File: src/rtl/uarch_pkg.sv
// Shared LSQ/memory types: request bundle, arbiter states, age compare.
// Default field widths match lsq_mem_arbiter's default ADDR_W/DATA_W.
package uarch_pkg;

    localparam int MEM_ADDR_W = 32;
    localparam int MEM_DATA_W = 32;

    typedef struct packed {
        logic                  we;
        logic [MEM_ADDR_W-1:0] addr;
        logic [MEM_DATA_W-1:0] wdata;
        logic [2:0]            funct3;
    } mem_req_t;

    typedef enum logic [1:0] {
        IDLE  = 2'd0,
        ISSUE = 2'd1,
        WAIT  = 2'd2,
        DRAIN = 2'd3
    } arb_state_e;

    // Age stamps are wrapping sequence numbers of width w (w <= 32).
    // a is older than b when (a - b) is negative as a w-bit signed value.
    function automatic logic is_older(logic [31:0] a, logic [31:0] b,
                                      int unsigned w);
        logic [31:0] d;
        d = (a - b) << (32 - w);
        return d[31];
    endfunction

endpackage

File: src/rtl/lsq_age_pick.sv
// Two-way age picker with starvation override; one-hot grant out.
// Ports: a_valid/a_age, b_valid/b_age, force_b, grant[0]=a, grant[1]=b.
module lsq_age_pick
    import uarch_pkg::*;
#(
    parameter int AGE_W = 8
) (
    input  logic             a_valid,
    input  logic [AGE_W-1:0] a_age,
    input  logic             b_valid,
    input  logic [AGE_W-1:0] b_age,
    input  logic             force_b,
    output logic [1:0]       grant
);

    logic a_old;

    assign a_old = is_older(32'(a_age), 32'(b_age), AGE_W);

    always_comb begin
        grant = 2'b00;
        if (a_valid && b_valid) begin
            grant = (force_b || !a_old) ? 2'b10 : 2'b01;
        end else if (a_valid) begin
            grant = 2'b01;
        end else if (b_valid) begin
            grant = 2'b10;
        end
    end

endmodule

File: src/rtl/lsq_mem_arbiter.sv
// Single D-cache port sequencer for LSQ loads and committed stores.
// Ports: clk, rst (async, active-high), flush; ld_req_* / st_req_* from
// LSQ and store queue; mem_req_* / mem_resp_* to the cache; ld_resp_*
// to CDB writeback. Define LSQ_ARB_PERF_EN to add perf_* counters.
module lsq_mem_arbiter
    import uarch_pkg::*;
#(
    parameter int ADDR_W       = 32,
    parameter int DATA_W       = 32,
    parameter int TAG_W        = 6,
    parameter int AGE_W        = 8,
    parameter int STARVE_LIMIT = 4
) (
    input  logic              clk,
    input  logic              rst,
    input  logic              flush,
    input  logic              ld_req_valid,
    output logic              ld_req_ready,
    input  logic [ADDR_W-1:0] ld_req_addr,
    input  logic [2:0]        ld_req_funct3,
    input  logic [TAG_W-1:0]  ld_req_tag,
    input  logic [AGE_W-1:0]  ld_req_age,
    input  logic              st_req_valid,
    output logic              st_req_ready,
    input  logic [ADDR_W-1:0] st_req_addr,
    input  logic [DATA_W-1:0] st_req_data,
    input  logic [2:0]        st_req_funct3,
    input  logic [AGE_W-1:0]  st_req_age,
    output logic              mem_req_valid,
    input  logic              mem_req_ready,
    output logic              mem_req_we,
    output logic [ADDR_W-1:0] mem_req_addr,
    output logic [DATA_W-1:0] mem_req_wdata,
    output logic [2:0]        mem_req_funct3,
    input  logic              mem_resp_valid,
    input  logic [DATA_W-1:0] mem_resp_rdata,
`ifdef LSQ_ARB_PERF_EN
    output logic [31:0]       perf_ld_grants,
    output logic [31:0]       perf_st_grants,
    output logic [31:0]       perf_stall_cycles,
`endif
    output logic              ld_resp_valid,
    output logic [TAG_W-1:0]  ld_resp_tag,
    output logic [DATA_W-1:0] ld_resp_data
);

    localparam int CNT_W = $clog2(STARVE_LIMIT + 1);
    localparam logic [CNT_W-1:0] LIMIT = CNT_W'(STARVE_LIMIT);

    arb_state_e        state_q;
    arb_state_e        state_d;
    mem_req_t          req_q;
    logic [TAG_W-1:0]  tag_q;
    logic              kill_q;
    logic [CNT_W-1:0]  starve_q;
    logic              resp_q;
    logic [TAG_W-1:0]  resp_tag_q;
    logic [DATA_W-1:0] resp_data_q;

    logic       idle;
    logic       is_ld;
    logic [1:0] grant;

    // No grants while reset is held so every output reads 0 in reset.
    assign idle  = (state_q == IDLE) && !rst && !flush;
    assign is_ld = !req_q.we;

    lsq_age_pick #(
        .AGE_W (AGE_W)
    ) u_pick (
        .a_valid (ld_req_valid && idle),
        .a_age   (ld_req_age),
        .b_valid (st_req_valid && idle),
        .b_age   (st_req_age),
        .force_b (starve_q == LIMIT),
        .grant   (grant)
    );

    assign ld_req_ready = grant[0];
    assign st_req_ready = grant[1];

    assign mem_req_valid  = (state_q == ISSUE);
    assign mem_req_we     = req_q.we;
    assign mem_req_addr   = req_q.addr;
    assign mem_req_wdata  = req_q.wdata;
    assign mem_req_funct3 = req_q.funct3;

    // A registered load result is squashed if flush lands on it.
    assign ld_resp_valid = resp_q && !flush;
    assign ld_resp_tag   = resp_tag_q;
    assign ld_resp_data  = resp_data_q;

    always_comb begin
        state_d = state_q;
        unique case (state_q)
            IDLE: begin
                if (|grant) state_d = ISSUE;
            end
            ISSUE: begin
                // The cache cannot retract an accepted load, so a killed
                // load still has to drain its response.
                if (mem_req_ready) begin
                    state_d = (is_ld && (kill_q || flush)) ? DRAIN : WAIT;
                end
            end
            WAIT: begin
                if (mem_resp_valid)      state_d = IDLE;
                else if (is_ld && flush) state_d = DRAIN;
            end
            DRAIN: begin
                if (mem_resp_valid) state_d = IDLE;
            end
            default: state_d = IDLE;
        endcase
    end

    always_ff @(posedge clk or posedge rst) begin
        if (rst) begin
            state_q     <= IDLE;
            req_q       <= '0;
            tag_q       <= '0;
            kill_q      <= 1'b0;
            starve_q    <= '0;
            resp_q      <= 1'b0;
            resp_tag_q  <= '0;
            resp_data_q <= '0;
        end else begin
            state_q <= state_d;

            if (grant[0]) begin
                req_q <= '{we: 1'b0, addr: ld_req_addr, wdata: '0,
                           funct3: ld_req_funct3};
                tag_q <= ld_req_tag;
            end else if (grant[1]) begin
                req_q <= '{we: 1'b1, addr: st_req_addr, wdata: st_req_data,
                           funct3: st_req_funct3};
            end

            if (|grant) begin
                kill_q <= 1'b0;
            end else if (state_q == ISSUE && is_ld && flush) begin
                kill_q <= 1'b1;
            end

            if (!st_req_valid || grant[1]) begin
                starve_q <= '0;
            end else if (grant[0] && starve_q != LIMIT) begin
                starve_q <= starve_q + 1'b1;
            end

            resp_q <= (state_q == WAIT) && mem_resp_valid && is_ld && !flush;
            if (state_q == WAIT && mem_resp_valid && is_ld) begin
                resp_tag_q  <= tag_q;
                resp_data_q <= mem_resp_rdata;
            end
        end
    end

`ifdef LSQ_ARB_PERF_EN
    always_ff @(posedge clk or posedge rst) begin
        if (rst) begin
            perf_ld_grants    <= '0;
            perf_st_grants    <= '0;
            perf_stall_cycles <= '0;
        end else begin
            if (grant[0]) perf_ld_grants <= perf_ld_grants + 1'b1;
            if (grant[1]) perf_st_grants <= perf_st_grants + 1'b1;
            if (state_q == ISSUE && !mem_req_ready) begin
                perf_stall_cycles <= perf_stall_cycles + 1'b1;
            end
        end
    end
`endif

endmodule

File: config.mk
export PLATFORM = sky130hd
export DESIGN_NAME = lsq_mem_arbiter
export DESIGN_NICKNAME = d
export VERILOG_FILES = /design/src/rtl/uarch_pkg.sv /design/src/rtl/lsq_age_pick.sv /design/src/rtl/lsq_mem_arbiter.sv
export SDC_FILE = /design/constraint.sdc
export NUM_CORES = 1
export LEC_CHECK = 0
export ABC_AREA = 0
export BUFFER_PORTS_ARGS = -buffer_cell sky130_fd_sc_hd__buf_4
export CAP_MARGIN = 0
export CELL_PAD_IN_SITES_DETAIL_PLACEMENT = 0
export CELL_PAD_IN_SITES_GLOBAL_PLACEMENT = 1
export CORE_MARGIN = 1
export CORE_UTILIZATION = 38
export CTS_BUF_LIST = sky130_fd_sc_hd__clkbuf_4 sky130_fd_sc_hd__clkbuf_8
export DETAILED_ROUTE_END_ITERATION = 10
export GPL_TIMING_DRIVEN = 0
export MAX_ROUTING_LAYER = met4
export PLACE_DENSITY = 0.91
export SLEW_MARGIN = 20
export SYNTH_ARGS = -nofsm -noshare
export SYNTH_HDL_FRONTEND = slang
export SYNTH_HIERARCHICAL = 1
export SYNTH_SLANG_ARGS = --single-unit
export TNS_END_PERCENT = 100
File: constraint.sdc
create_clock -name clk -period 7.59 [get_ports clk]
set_input_delay 0.3795 -clock clk [delete_from_list [all_inputs] [get_ports clk]]
set_output_delay 0.3795 -clock clk [all_outputs]
set_load 0.02 [all_outputs]
# ---- Yosys cells after proc, flatten, opt, wreduce, memory -nomap -nowiden
# Index checks and enable logic that the tools add are counted.
dict set report word_totals {
  ff_bits 119
  output_inout_bits 110
  word_cells 67
  in_bits 163
}
dict set report op_classes {
  n_eq_ne 9
  n_reduce_logical 28
  add_sub_neg 2
  muxes 17
}
# op count
set ops {}
lappend ops {{two-way mux 68 bit} 2}
lappend ops {{two-way mux 2 bit} 9}
lappend ops {{logical AND 1 bit} 14}
lappend ops {{one-hot mux 2 bit (4 select lines)} 1}
lappend ops {{subtractor 8 bit} 1}
lappend ops {{two-way mux 3 bit} 2}
lappend ops {{!= test 3 bit (second input constant)} 2}
lappend ops {{nonzero test 2 bit} 3}
lappend ops {{zero test 1 bit} 5}
lappend ops {{== test 2 bit (second input constant)} 2}
lappend ops {{!= test 2 x 1 -> 1 bit (second input constant)} 2}
lappend ops {{AND reduction 4 bit} 1}
lappend ops {{adder 3 x 1 -> 3 bit (second input constant)} 1}
lappend ops {{== test 3 bit (second input constant)} 1}
lappend ops {{logical OR 1 bit} 3}
lappend ops {{two-way mux 1 bit} 3}
lappend ops {{== test 2 x 1 -> 1 bit (second input constant)} 1}
lappend ops {{zero test 2 bit} 1}
lappend ops {{!= test 2 bit (second input constant)} 1}
lappend ops {{OR reduction 2 bit} 1}

# ---- Logic depth before layout (Yosys ltp)
# Gate-level depths: netlist of run 1.
dict set report logic_depth {
  word_depth 10
  depth_mapped 12
  ltp_nobuf 10
}

# ---- Cells and area by module
# Netlist of run 1, hierarchy kept.
# module cells_per_inst instances seq_area_each_um2 area_per_inst_um2
set by_module_without_submodules {}
lappend by_module_without_submodules {lsq_mem_arbiter 393 1 2977.9 5036.1}
lappend by_module_without_submodules {lsq_age_pick 27 1 0.0 203.9}

# ---- Worst setup path after synthesis of run 1
# Ideal clock, no wire load.
dict set report synth_timing {
  kind {input port to flip-flop}
  from {in st_req_age[1]}
  to {reg tag_q[0]}
  setup_ps 125
  cell_stages 9
  slack_ps 4907
  path_buffers 2
  arrival_time_ps 2558
  t_required_ps 7465
  cell_sequence {inv_1 -> ha_1 -> a211o_1 -> a211oi_2 -> xnor2_1 -> o22ai_1 -> buf_2 -> buf_2 -> mux2_2}
}
dict set report synth_via {
  elab_chain_len 5
}
# element line_no
set synth_rtl {}
lappend synth_rtl {{start: declaration} lsq_mem_arbiter.sv:28} ;# input logic [AGE_W-1:0] st_req_age,
lappend synth_rtl {{subtractor 8 bit} uarch_pkg.sv:27} ;# d = (a - b) << (32 - w);
lappend synth_rtl {{zero test 1 bit} lsq_age_pick.sv:23} ;# grant = (force_b || !a_old) ? 2'b10 : 2'b01;
lappend synth_rtl {{logical OR 1 bit} lsq_age_pick.sv:23}
lappend synth_rtl {{two-way mux 2 bit} lsq_age_pick.sv:23}
lappend synth_rtl {{two-way mux 2 bit} lsq_age_pick.sv:22} ;# if (a_valid && b_valid) begin
lappend synth_rtl {{via ld_req_ready} lsq_mem_arbiter.sv:18} ;# output logic ld_req_ready,
lappend synth_rtl {{end signal: assignment} lsq_mem_arbiter.sv:133} ;# tag_q <= ld_req_tag;
lappend synth_rtl {{end: declaration} lsq_mem_arbiter.sv:53} ;# logic [TAG_W-1:0] tag_q;
# The timed path passes the listed nets, and every way through them passes these cells.
# A chain may end at the register's enable or synchronous reset.

# ---- Worst setup path after layout of run 1
dict set report layout_timing {
  from {reg state_q[1]}
  to {reg req_q (netlist bit mem_req_addr[2])}
}
dict set report layout_via {
  elab_chain_len 8
  word_cells_on_any_way 11
  cone_classes {mux: 4; reduce/logical: 7}
}
# element line_no
set layout_rtl {}
lappend layout_rtl {{start: declaration} lsq_mem_arbiter.sv:50} ;# arb_state_e state_q;
lappend layout_rtl {{start signal: assignment} lsq_mem_arbiter.sv:128} ;# state_q <= state_d;
lappend layout_rtl {{zero test 2 bit (*)} lsq_mem_arbiter.sv:65} ;# assign idle = (state_q == IDLE) && !rst && !flush;
lappend layout_rtl {{logical AND 1 bit (*) (2 in a row)} lsq_mem_arbiter.sv:65}
lappend layout_rtl {{logical AND 1 bit} lsq_mem_arbiter.sv:73} ;# .b_valid (st_req_valid && idle),
lappend layout_rtl {{two-way mux 2 bit} lsq_age_pick.sv:26} ;# end else if (b_valid) begin
lappend layout_rtl {{two-way mux 2 bit} lsq_age_pick.sv:24} ;# end else if (a_valid) begin
lappend layout_rtl {{two-way mux 2 bit (*)} lsq_age_pick.sv:22}
lappend layout_rtl {{nonzero test 2 bit (no line)} n/a}
lappend layout_rtl {{end signal: assignment} lsq_mem_arbiter.sv:131} ;# req_q <= '{we: 1'b0, addr: ld_req_addr, wdata: '0,
lappend layout_rtl {{end signal: assignment} lsq_mem_arbiter.sv:135} ;# req_q <= '{we: 1'b1, addr: st_req_addr, wdata: st_req_data,
lappend layout_rtl {{end: declaration} lsq_mem_arbiter.sv:52} ;# mem_req_t req_q;
# Every way passes the cells marked *; elsewhere a longest branch is shown, timed or not.

==> qor.yml, run 1 <==
outcome: "complete, no violations"
slew_headroom_pct: 62.8
synthDistinctLibCells: 38
fmaxAchievable_mhz: 376
finalHoldViolations: 0
multi_input_area_um2: 2070
routed_wl_um: 14400
die_width_um: 119
vias_per_cell: 4.76
gr-usage-met1_pct: 23.7
skew_ns: 0.00961
syn-num-nets: 591
die_y_um: 119
avgSynthCellArea_um2: 12.5
period_share_pct: 35.0
overflow: 0
num_antenna_cells: 0
io_pins: 273
fin_crit_ns: 2.66
cts_resized: 0
tightest_slew_ns: 0.558
end_kind: "flop"
grt.busiest_layer: "met2"
critPathLaunchType: "flop"
setup_slack_ns: 4.93
fp-row-count: 42
path_cells: "nor4_1 -> and2_1 -> nand2b_1 -> o22ai_1 -> buf_2 -> clkbuf_1 -> nand2_1 -> o21ai_0"
cap_violations: 0
critPathTopFamily: "buffers and inverters"
synth_ff_type: "dfrtp_1"
fin_nets: 883
met2_usage_pct: 36.2
power_density_nw_per_um2: 362
wl_per_cell_um: 16.0
critPathMaxStageDelay_ns: 0.47
grt_max_degree: 66
pre_cts_slack_ns: 4.57
post_dp_cell_area_um2: 7530
final.setup.tns_ns: 0
synth-edff-count: 0
postSynthCellCount: 420
crit_required_ns: 7.93
crit_buf_inv: 2
crit_type: "reg2reg"
setup_violations: 0
cts_made_buffers: 17
grt_pass1_wl_um: 22300
critPathMaxFanout: 10
grt_setup_unrepaired: "no"
async_flop_share_pct: 100
regArea_um2: 2980
cts_setup_buffers: 0
syn_to_final_growth_pct: 50.9
drive_gt1_share_pct: 51.3
grt_antenna_before_repair: 0
cts-root-buf: "clkbuf_8"
netlist_area_um2: 5240
drc: 0
vias: 4288
ys_ff_latch: 119
dp_hpwl_um: 11000
htreeDepth: 4
drtPass1Iterations: 4
first_iter_violations: 161
fp.coreArea_um2: 13300
ys_warn_count: 6
clock_sinks: 119
grt.total_usage_pct: 20.9
dieArea_um2: 14300
fin_area_um2: 7910
gp_congestion: 0.886
p_leak_nw: 3.85
clkTransAtPathRegs_ns: 0.08
n_fill_cell: 1148
clockBufferDepth: 2
hp-class: "in2async"
initial_utilization_pct: 39.3
grt_pass1_vias: 4419
worstSkewPairLatency_ns: 0.43
yosysSeqAreaShare_pct: 56.8
io_buffers: 272
ant_nets: 0
cp.arrival_ns: 3.00
cts_hold_buf: 0
cts_tree: "yes"
final_max_slew_viol_count: 0
ir_worst_vdd_uv: 200
use_met3_pct: 5.51
slowest_stage: "clkbuf_1"
==> state kept, by name (all words and copies together), names as in the netlist <==
register        cells
ld_resp_data       32
mem_req_addr       32
mem_req_wdata      32
ld_resp_tag         6
tag_q               6
mem_req_funct3      3
starve_q            3
state_q             2
kill_q              1
mem_req_we          1
resp_q              1
==> worst reg2reg max path, cell delays in order (launching register included) <==
cell      delay [ns]
dfrtp_1         0.45
nor4_1          0.35
and2_1          0.21
nand2b_1        0.08
o22ai_1         0.45
buf_2           0.36
clkbuf_1        0.48
nand2_1         0.09
o21ai_0         0.10
==> layout by cell type, fill, tap and decap left out, types with 2 or more instances in the layout <==
master	synthesis	routed
ha_1	8	8
nand2b_1	2	2
mux2i_1	68	68
o21ai_0	36	36
clkinvlp_4	0	5
buf_4	3	275
nor2b_1	3	3
clkinv_2	0	3
dfrtp_1	119	119
inv_1	11	10
clkbuf_1	6	6
nor2_1	40	40
clkinv_4	0	3
a21oi_1	2	2
nor4_1	2	2
mux2_2	24	24
buf_2	11	11
inv_6	0	3
buf_12	2	2
clkbuf_8	0	18
nand2_1	37	37
nor3_1	2	2
mux2_4	20	20
xnor2_1	2	2
and2_1	3	3
a21boi_0	2	2
==> cell usage after synthesis, types with 2 or more instances <==
| master | count | share of area [%] |
|---|---|---|
| nor2_1 | 40 | 2.9 |
| a21boi_0 | 2 | 0.29 |
| buf_4 | 3 | 0.43 |
| nor2b_1 | 3 | 0.36 |
| clkbuf_1 | 6 | 0.43 |
| mux2_2 | 24 | 5.2 |
| nor3_1 | 2 | 0.19 |
| nand2b_1 | 2 | 0.24 |
| and2_1 | 3 | 0.36 |
| a21oi_1 | 2 | 0.19 |
| mux2i_1 | 68 | 13 |
| mux2_4 | 20 | 5.7 |
| xnor2_1 | 2 | 0.33 |
| nand2_1 | 37 | 2.7 |
| nor4_1 | 2 | 0.24 |
| buf_2 | 11 | 1.1 |
| dfrtp_1 | 119 | 57 |
| inv_1 | 11 | 0.79 |
| buf_12 | 2 | 0.76 |
| o21ai_0 | 36 | 3.4 |
| ha_1 | 8 | 1.9 |
==> per-layer routing <==
layer / wire, µm / vias up
met5: 0 / -
li1: - / 2015
met4: 156 / 0
met3: 897 / 14
met2: 7530 / 175
met1: 5850 / 2084
==> worst paths after layout <==
check                                             from                       endpoint  slack [ns]  cells after the start
worst max-delay path            state_q[1]$_DFFE_PP0P_    mem_req_addr[2]$_DFFE_PP0P_        4.93                      8
min in group clk                                 flush               resp_q$_DFF_PP0_        0.15                      2
worst min register to register    tag_q[4]$_DFFE_PP0P_           tag_q[4]$_DFFE_PP0P_        0.50                      1
max in group asynchronous                          rst  mem_req_wdata[18]$_DFFE_PP0P_        6.90                      3
worst min-delay path                               rst   ld_resp_data[17]$_DFFE_PP0P_       0.007                      2
worst max register to register  state_q[1]$_DFFE_PP0P_    mem_req_addr[2]$_DFFE_PP0P_        4.93                      8
==> per-stage QoR <==
stage	total power, mW	hold slack [ns]	instances	util [%]
finish	2.86	0.00658	901	59.3
global route	3.01	0.0286	901	59.3
floorplan	1.75	0.451	420	-
CTS	2.89	0.00108	901	59.3
detailed placement	2.35	0.481	869	56.4
global placement	2.30	0.484	868	56.2
==> final cells by class <==
class | count | area share, %
plain buffers | 24 | 1.96
clock buffers | 18 | 3.13
clock inverters | 14 | 1.60
inverters | 11 | 0.585
multi-input cells | 266 | 26.1
flip-flops and latches | 119 | 37.7
well taps | 176 | 2.78
repair buffers | 273 | 26.2
==> where the power goes <==
| part | leakage (nW) | total, mW | switching (mW) | internal (mW) |
|---|---|---|---|---|
| Combinational | 2.18 | 1.26 | 0.642 | 0.617 |
| Sequential | 1.49 | 1.07 | 0.162 | 0.905 |
| Clock | 0.177 | 0.538 | 0.270 | 0.268 |
| Total | 3.85 | 2.86 | 1.07 | 1.79 |
==> logic make-up (layout without fill, tap and decap cells) <==
kind of cell / Yosys count / in the layout / synth area share, %
xor+xnor: 3 / 3 / 0.502
compound gates: 48 / 48 / 5.28
flops: 119 / 119 / 56.8
buf+inv: 35 / 340 / 3.75
fa+ha+maj: 8 / 8 / 1.91
mux: 112 / 112 / 23.9
simple gates: 95 / 95 / 7.86
No activity file was read; power rests on OpenSTA's default activity.
==> inputs of run 2 (changes only) <==
--- a/config.mk
+++ b/config.mk
@@ -11,12 +11,12 @@
 export CELL_PAD_IN_SITES_DETAIL_PLACEMENT = 0
 export CELL_PAD_IN_SITES_GLOBAL_PLACEMENT = 1
 export CORE_MARGIN = 1
-export CORE_UTILIZATION = 38
+export CORE_UTILIZATION = 35
 export CTS_BUF_LIST = sky130_fd_sc_hd__clkbuf_4 sky130_fd_sc_hd__clkbuf_8
 export DETAILED_ROUTE_END_ITERATION = 10
 export GPL_TIMING_DRIVEN = 0
 export MAX_ROUTING_LAYER = met4
-export PLACE_DENSITY = 0.91
+export PLACE_DENSITY = 0.85
 export SLEW_MARGIN = 20
 export SYNTH_ARGS = -nofsm -noshare
 export SYNTH_HDL_FRONTEND = slang
==> constraint.sdc (replaced) <==
create_clock -name clk -period 2.8 [get_ports clk]
set_input_delay 0.14 -clock clk [delete_from_list [all_inputs] [get_ports clk]]
set_output_delay 0.14 -clock clk [all_outputs]
set_load 0.02 [all_outputs]
==> run 2 against run 1 <==
  * Worst hold slack better by 0.021 ns
  * First-iteration DRC count is 9.9% lower
  * Critical path depth is 1 lower
  * Total power grew to 2.8 times the previous value
  * Worst setup slack worse by 4.6 ns
  * Non-clock buffer count is 136 higher
  * Count of clock-buffer cells in the layout is 1 higher
  * Critical path type unchanged
==> qor.yml, run 2 (synthesized netlist as in run 1, its figures left out) <==
outcome: "complete, no violations"
drc: 0  # unchanged
dp_hpwl_um: 11300  # +2.2%
ir_worst_vdd_uv: 611  # +210%
cap_violations: 0  # unchanged
gp_congestion: 0.902  # +1.8%
drtPass1Iterations: 4  # unchanged
worstSkewPairLatency_ns: 0.43  # about the same
path_cells: "nor4_1 -> and2_1 -> nand2b_1 -> o22ai_2 -> buf_2 -> buf_2 -> mux2_2"
cts_made_buffers: 17  # unchanged
min_path_cells: 3
power_mw: 7.95  # +180%
grt_pass1_wl_um: 26900  # +20%
crit_type: "reg2reg"
grt_pass1_vias: 5359  # +21%
setup_slack_ns: 0.367  # -4.56 ns
clockBufferDepth: 2  # unchanged
tightest_slew_ns: 0.497  # -0.0603 ns
hp-class: "in2reg"
fp-row-count: 44  # +4.8%
place_inst: 880  # +1.3%
cp.depth: 7  # -1
grt_max_degree: 36  # -45%
critPathMaxStageDelay_ns: 0.45  # -0.02 ns
htreeDepth: 4  # unchanged
dieArea_um2: 15500  # +8.4%
whs_ns: 0.0278  # +0.0212 ns
critPathTopFamily: "simple AND/OR/NAND/NOR gates"
hp-start: "st_req_addr[28]"
overflow: 0  # unchanged
io_pins: 273  # unchanged
n_fill_cell: 1064  # -7.3%
worst_r2r_path_depth: 7  # -1
drive_gt1_share_pct: 43.7  # -7.6 points
clkTransAtPathRegs_ns: 0.07  # about the same
io_buffers: 272  # unchanged
rrSetupSlack_ns: 0.37  # -4.56 ns
initial_utilization_pct: 35.9  # -3.3 points
slew_headroom_pct: 66.8  # +3.9 points
routed_wl_um: 16700  # +16%
period_share_pct: 86.9  # +52 points
grt_antenna_before_repair: 1  # +1
cts_tree: "yes"
fin_nets: 1019  # +15%
final_core_util_pct: 63.9  # +4.6 points
syn_to_final_growth_pct: 77.8
wl_per_cell_um: 16.0  # about the same
clock_sinks: 119  # unchanged
finalHoldViolations: 0  # unchanged
critPathMaxFanout: 10  # unchanged
vias_per_cell: 4.65  # -2.3%
slowest_stage: "dfrtp_1"
power_density_nw_per_um2: 853  # +140%
crit_required_ns: 3.11  # -4.82 ns
setup_violations: 0  # unchanged
fin_crit_ns: 2.43  # -0.226 ns
end_kind: "flop"
fin_area_um2: 9320  # +18%
die_y_um: 124  # +4.1%
final_max_slew_viol_count: 0  # unchanged
cts-root-buf: "clkbuf_8"
skew_ns: 0.00857  # -0.00104 ns
crit_start: "state_q[1]$_DFFE_PP0P_"
ant_nets: 0  # unchanged
final_cell_mix: "buf_4 (275), dlygate4sd3_1 (133), dfrtp_1 (119), mux2i_1 (68), nor2_1 (40)"
crit_buf_inv: 2  # unchanged
vias: 4858  # +13%
grt.total_usage_pct: 22.8  # +1.9 points
fmaxAchievable_mhz: 411  # +9.3%
fp.coreArea_um2: 14600  # +9.3%
cp_common_cell: "buf_2"
p_leak_nw: 4.44  # +15%
final_common_cell: "buf_4"
die_width_um: 124  # +4.1%
grt_setup_unrepaired: "no"
final.setup.tns_ns: 0  # unchanged
first_iter_violations: 145  # -9.9%
pre_cts_slack_ns: -0.0339  # -4.61 ns
post_dp_cell_area_um2: 7610  # +1.0%
cp.arrival_ns: 2.75  # -0.25 ns
stdcell_count: 1045  # +16%
r2r-start: "state_q[1]$_DFFE_PP0P_"
critPathLaunchType: "flop"
-- run 2: cell types whose count changed in the layout (fill, tap and decap cells not counted), sizes merged --
cell and delta:
dlygate4sd3 +133, buf +3, inv -3, clkbuf +1, clkinvlp +1, diode +1
-- run 2: final cells by class --
cell class / instances / area, µm² / area share, %
Timing Repair Buffer: 409 / 3470 / 37.2
Antenna cell: 1 / 2.50 / 0.0269
Clock buffer: 19 / 262 / 2.81
Tap cell: 184 / 230 / 2.47
Clock inverter: 12 / 105 / 1.13
Multi-Input combinational cell: 266 / 2070 / 22.2
Buffer: 24 / 156 / 1.68
Sequential cell: 119 / 2980 / 32.0
Inverter: 11 / 45.0 / 0.483
-- run 2: timing repair --
action                     CTS  global route
buffers inserted             0             0
setup endpoints to repair    0            66
hold buffers               133             0
hold endpoints to repair   125             0
gates resized for setup      0             3
-- run 2: worst min-delay path: stages --
cell and delay, ns:
buf_4 0.08, mux2i_1 0.05, o21ai_0 0.15
-- run 2: worst paths after layout --
path,to
max in group asynchronous,mem_req_wdata[27]$_DFFE_PP0P_
min,mem_req_addr[28]$_DFFE_PP0P_
max reg2reg,tag_q[0]$_DFFE_PP0P_
max,tag_q[0]$_DFFE_PP0P_
min in group asynchronous,mem_req_addr[26]$_DFFE_PP0P_
min reg2reg,ld_resp_tag[5]$_DFFE_PP0P_
-- run 2: routing by layer --
metal / vias up / routed length (µm) / global-route usage, %
li1: 2295 / - / -
met1: 2332 / 6650 / 25.1
met2: 198 / 8810 / 39.9
met3: 33 / 881 / 5.20
met4: 0 / 394 / 8.65
met5: - / 0 / -
-- run 2: report_power, final --
| part | internal [mW] | total (mW) | switching (mW) |
|---|---|---|---|
| clock | 0.736 | 1.42 | 0.683 |
| sequential | 2.45 | 2.90 | 0.450 |
| combinational | 1.81 | 3.63 | 1.81 |
| total | 5.00 | 7.95 | 2.95 |
